[src/rtl/axis_video_pkg.sv]
// axis_video_pkg: shared constants and beat type for the 8-bit AXI-Stream video blocks
package axis_video_pkg;
  localparam int DEF_DATA_W = 8;
  localparam int FC_W = 16;
  localparam int DEF_WIDTH = 240;
  localparam int DEF_HEIGHT = 200;
  typedef struct packed {
    logic [DEF_DATA_W-1:0] data;
    logic user;
    logic last;
    logic eof;
  } beat_t;
endpackage

[src/rtl/axis_skid_buffer.sv]
// axis_skid_buffer: two-entry buffer with registered ready, so downstream stalls never reach the source combinationally
module axis_skid_buffer
  import axis_video_pkg::*;
#(
  parameter type T = beat_t
) (
  input  logic clk,
  input  logic rst,
  input  logic in_valid,
  output logic in_ready,
  input  T     in_beat,
  output logic out_valid,
  input  logic out_ready,
  output T     out_beat
);
  T skid;
  logic skid_valid, load_out, accept, skid_next;
  assign accept = in_valid && in_ready;
  assign load_out = !out_valid || out_ready;
  assign skid_next = load_out ? 1'b0 : skid_valid || accept;
  always_ff @(posedge clk)
    if (rst) begin
      in_ready <= 1'b0;
      skid_valid <= 1'b0;
      skid <= '0;
      out_valid <= 1'b0;
      out_beat <= '0;
    end else begin
      in_ready <= !skid_next;
      skid_valid <= skid_next;
      if (!load_out && accept) skid <= in_beat;
      if (load_out) out_valid <= skid_valid || accept;
      if (load_out && (skid_valid || accept)) out_beat <= skid_valid ? skid : in_beat;
    end
endmodule

[src/rtl/axis_frame_source.sv]
// axis_frame_source: frames a raw pixel stream as AXI-Stream video (tUser=SOF, tLast=EOL); TEST_PATTERN_EN adds a gradient generator
module axis_frame_source
  import axis_video_pkg::*;
#(
  parameter int WIDTH = DEF_WIDTH,
  parameter int HEIGHT = DEF_HEIGHT,
  parameter int DATA_W = DEF_DATA_W
) (
  input  logic              clk,
  input  logic              reset,
  input  logic [DATA_W-1:0] Pix_In_Data,
  input  logic              Pix_In_Valid,
  output logic              Pix_In_Ready,
  input  logic              pattern_mode,
  output logic [DATA_W-1:0] AXIS_Out_tData,
  output logic              AXIS_Out_tValid,
  input  logic              AXIS_Out_tReady,
  output logic              AXIS_Out_tUser,
  output logic              AXIS_Out_tLast,
  output logic              frame_done,
  output logic [FC_W-1:0]   frame_count
);
  localparam int CW = $clog2(WIDTH);
  localparam int RW = HEIGHT > 1 ? $clog2(HEIGHT) : 1;
  typedef struct packed {
    logic [DATA_W-1:0] data;
    logic user;
    logic last;
    logic eof;
  } pix_beat_t;
  logic [CW-1:0] col;
  logic [RW-1:0] row;
  logic src_valid, src_ready, accept, at_origin, at_col_end, at_row_end, fire_eof;
  logic [DATA_W-1:0] src_data;
  pix_beat_t in_beat, out_beat;
  assign at_origin = col == '0 && row == '0;
  assign at_col_end = col == CW'(WIDTH - 1);
  assign at_row_end = row == RW'(HEIGHT - 1);
`ifdef TEST_PATTERN_EN
  logic mode_q, mode;
  assign mode = at_origin ? pattern_mode : mode_q;
  assign src_valid = mode ? 1'b1 : Pix_In_Valid;
  assign src_data = mode ? DATA_W'(32'(col) + 32'(row)) : Pix_In_Data;
  assign Pix_In_Ready = src_ready && !mode;
  always_ff @(posedge clk) mode_q <= reset ? 1'b0 : mode;
`else
  logic unused_pattern;
  assign unused_pattern = pattern_mode;
  assign src_valid = Pix_In_Valid;
  assign src_data = Pix_In_Data;
  assign Pix_In_Ready = src_ready;
`endif
  assign accept = src_valid && src_ready;
  assign in_beat = '{data: src_data, user: at_origin, last: at_col_end, eof: at_col_end && at_row_end};
  axis_skid_buffer #(.T(pix_beat_t)) u_skid (
    .clk(clk),
    .rst(reset),
    .in_valid(src_valid),
    .in_ready(src_ready),
    .in_beat(in_beat),
    .out_valid(AXIS_Out_tValid),
    .out_ready(AXIS_Out_tReady),
    .out_beat(out_beat)
  );
  assign AXIS_Out_tData = out_beat.data;
  assign AXIS_Out_tUser = out_beat.user;
  assign AXIS_Out_tLast = out_beat.last;
  assign fire_eof = AXIS_Out_tValid && AXIS_Out_tReady && out_beat.last && out_beat.eof;
  always_ff @(posedge clk)
    if (reset) begin
      col <= '0;
      row <= '0;
    end else if (accept) begin
      col <= at_col_end ? '0 : col + 1'b1;
      row <= at_col_end ? (at_row_end ? '0 : row + 1'b1) : row;
    end
  always_ff @(posedge clk)
    if (reset) begin
      frame_done <= 1'b0;
      frame_count <= '0;
    end else begin
      frame_done <= fire_eof;
      frame_count <= frame_count + FC_W'(fire_eof);
    end
endmodule
[config.mk]
export PLATFORM = sky130hd
export DESIGN_NAME = axis_frame_source
export DESIGN_NICKNAME = d
export VERILOG_FILES = /design/src/rtl/axis_video_pkg.sv /design/src/rtl/axis_skid_buffer.sv /design/src/rtl/axis_frame_source.sv
export SDC_FILE = /design/constraint.sdc
export NUM_CORES = 1
export LEC_CHECK = 0
export CAP_MARGIN = 20
export CORE_ASPECT_RATIO = 1.25
export CORE_MARGIN = 4
export CORE_UTILIZATION = 57
export CTS_CLUSTER_SIZE = 16
export DETAILED_ROUTE_END_ITERATION = 10
export PLACE_DENSITY_LB_ADDON = 0.08
export SLEW_MARGIN = 20
export SYNTH_ARGS = -nofsm -noshare
export SYNTH_HDL_FRONTEND = slang
export SYNTH_SLANG_ARGS = --single-unit
[constraint.sdc]
create_clock -name clk -period 4.9 [get_ports clk]
set_clock_uncertainty 0.05 [all_clocks]
set_input_delay 0.98 -clock clk [delete_from_list [all_inputs] [get_ports clk]]
set_output_delay 0.98 -clock clk [all_outputs]
set_load 0.03 [all_outputs]
==> flow_summary.toml <==
[clock_tree]
cts_tree = "built"
clockBufferDepth = 2
cts.clk_slew.worst_paths_ns = 0.06
cts_buffers = 9
htreeDepth = 3
cts_hold_buf = 0
clock_tree.root_cell = "clkbuf_8"
cts-resized-gates = 0
post_cts_buffers = 0
clock_sinks = 58
clk_latency_ns = 0.33

[routing]
drc = 0
dr.pass1.iters = 4
via_count = 2175
route.detailed.wl_per_inst_um = 13.6
postRouteAntennaNets = 0
vias_per_cell = 5.46
wirelength_mm = 5.42
drt_iter0_drc = 130

[timing]
final_max_slew_viol_count = 0
relSlewSlack = 0.347
min_period_ns = 2.80
worstMarginPinSlew_ns = 0.979
rsz0062_at_grt = "no"
layout_worst_path_cycle_share = 0.572
setup_viol = 0
hold_ws_ns = 0.403
hold_violations = 0
fin_setup_tns_ns = 0
max_freq_mhz = 357

[cells_and_area]
drive_above_1_share = 0.0706
area_delta_synth_final_pct = 19.5
layout.nets = 354
antenna_cells = 0
final_area_um2 = 3140
final_core_util = 0.710

[synth]
synth.avg_cell_area_um2 = 8.59
synth_edf_count = 0
ys_warn_count = 0
synth_nets = 325
synth_top_flop_cell = "dfxtp_1"
async_reset_ff_frac = 0
yosysTopAreaCellShare = 0.442
yosysTopAreaCell = "dfxtp_1"
ys_seq_elements = 58
synth_cells = 306
synth_area_leaders = "dfxtp_1, nor2_1, a21oi_1"
synth_area_um2 = 2630
yosys.cell_types.count = 40
yosysSeqAreaShare = 0.442

[floorplanning]
dieWidth_um = 68.7
core_um2 = 4430
fp.dieH_um = 83.9
rows = 27
start_util = 0.594
die_area_um2 = 5770
io_pins = 42

[power]
leakage_uw = 0.00103
power_uw = 941
p_per_area_nw_per_um2 = 300
ir_drop_mv = 0.189

[critical_path]
r2r_cells = 7
cp-endpoint = "frame_count[14]"
r2r_slack_ns = 2.89
required_ns = 5.03
path_class = "in -> reg"
r2r-end = "frame_count[14]"
start_kind = "primary input"
regToRegStartpoint = "u_skid.out_valid"
cp.arrival_ns = 2.93
critPathCaptureType = "flip-flop"
cp-startpoint = "AXIS_Out_tReady"
critPathMaxFanout = 5

[global_routing]
grt_pass1_wl_mm = 9.25
grt_usage = 0.206
grt_max_degree = 55
antenna_found_initial = 0
grt_pass1_vias = 2107
grt_overflow = 0

[min_path]
hp-class = "reg -> reg"

[place]
gp_congestion = 0.826
place_hpwl_mm = 3.58
post_dp_cell_area_um2 = 2970
port_buffers = 40

[status]
status = "finished clean"

[job]
cap_violations = 0
where the power goes:
group	leakage (µW)	switching [µW]	internal, µW
registers	0.000470	6.38	481
logic	0.000479	41.8	30.1
clock network	0.0000851	187	194
placed cells by master (no fill, tap or decap), types with 2 or more instances in the layout:
master,count
dfxtp_1,58
clkdlybuf4s50_1,39
nor2_1,37
nand2_1,32
a21oi_1,25
nand3_1,15
nor3_1,13
xnor2_1,13
a211oi_1,10
clkbuf_8,10
nand4_1,9
inv_1,8
mux2i_1,8
nor4_1,7
xor2_1,6
ha_1,6
o21ai_0,4
nand2b_1,4
nor2b_1,4
or3_1,3
clkinv_2,3
and4_1,2
and3_1,2
nor3_2,2
clkinvlp_4,2
area by class of cell:
class	instances	area (µm²)
clock buffers	11	141
multi-input cells	217	1300
inverters	8	30.0
fillers	348	1280
repair buffers	41	403
well taps	58	72.6
clock inverters	5	30.0
flip-flops and latches	58	1160
registers in the layout (all words and copies together), names as in the netlist:
signal,count
u_skid.skid,11
u_skid.out_beat,11
u_skid.in_ready,1
u_skid.out_valid,1
u_skid.skid_valid,1
frame_count,16
col,8
row,8
frame_done,1
worst min-delay path by stage:
| stage | slack (ns) | end | depth (start not counted) | start |
|---|---|---|---|---|
| global route | 0.42 | u_skid.skid[7] | 2 | u_skid.skid[7] |
| floorplan | 0.39 | u_skid.skid[10] | 2 | u_skid.skid[10] |
| finish | 0.40 | u_skid.skid[4] | 2 | u_skid.skid[4] |
| global placement | 0.39 | u_skid.skid[3] | 2 | u_skid.skid[3] |
| detailed placement | 0.40 | u_skid.skid[4] | 2 | u_skid.skid[4] |
| CTS | 0.41 | u_skid.skid[4] | 2 | u_skid.skid[4] |
critical path, cell delays in order:
cell	delay [ns]
clkdlybuf4s50_1	0.50
and4_1	0.24
ha_1	0.20
ha_1	0.24
nand3_1	0.18
nor4_1	0.38
xnor2_1	0.16
nor2_1	0.05
logic make-up (layout without fill, tap and decap cells):
logic type / Yosys count / after routing / share of synthesized area
AOI/OAI and AO/OA: 45 / 45 / 0.104
xor gates and xnor gates: 19 / 19 / 0.0633
adders and majority gates: 6 / 6 / 0.0286
buffers and inverters: 31 / 65 / 0.0628
DFF: 58 / 58 / 0.442
muxes: 8 / 8 / 0.0305
and+or+nand+nor: 139 / 139 / 0.269
layer usage:
layer | global-route usage | vias up | routed length (µm)
met3 | 0.0768 | 10 | 258
li1 | - | 1121 | -
met2 | 0.318 | 44 | 2560
met1 | 0.261 | 1000 | 2500
met4 | 0.0691 | 0 | 96
met5 | 0 | - | 0
stage by stage:
step	worst slack, ns	cells
6_report	2.10	398
5_1_grt	1.94	398
4_1_cts	2.11	398
3_5_place_dp	1.76	382
2_1_floorplan	2.50	306
3_3_place_gp	1.81	382
Yosys cell counts, types with 2 or more instances:
library cell	count
nor3_1	13
mux2i_1	8
nand3_1	15
or3_1	3
and3_1	2
nor4_1	7
xor2_1	6
dfxtp_1	58
and4_1	2
nor2b_1	4
nand2_1	32
inv_1	8
o21ai_0	4
clkbuf_1	12
nand4_1	9
a21oi_1	25
buf_2	2
xnor2_1	13
nor2_1	37
nor3_2	2
buf_4	8
a211oi_1	10
nand2b_1	4
ha_1	6
Note: power is estimated with default switching activity, not from simulation.
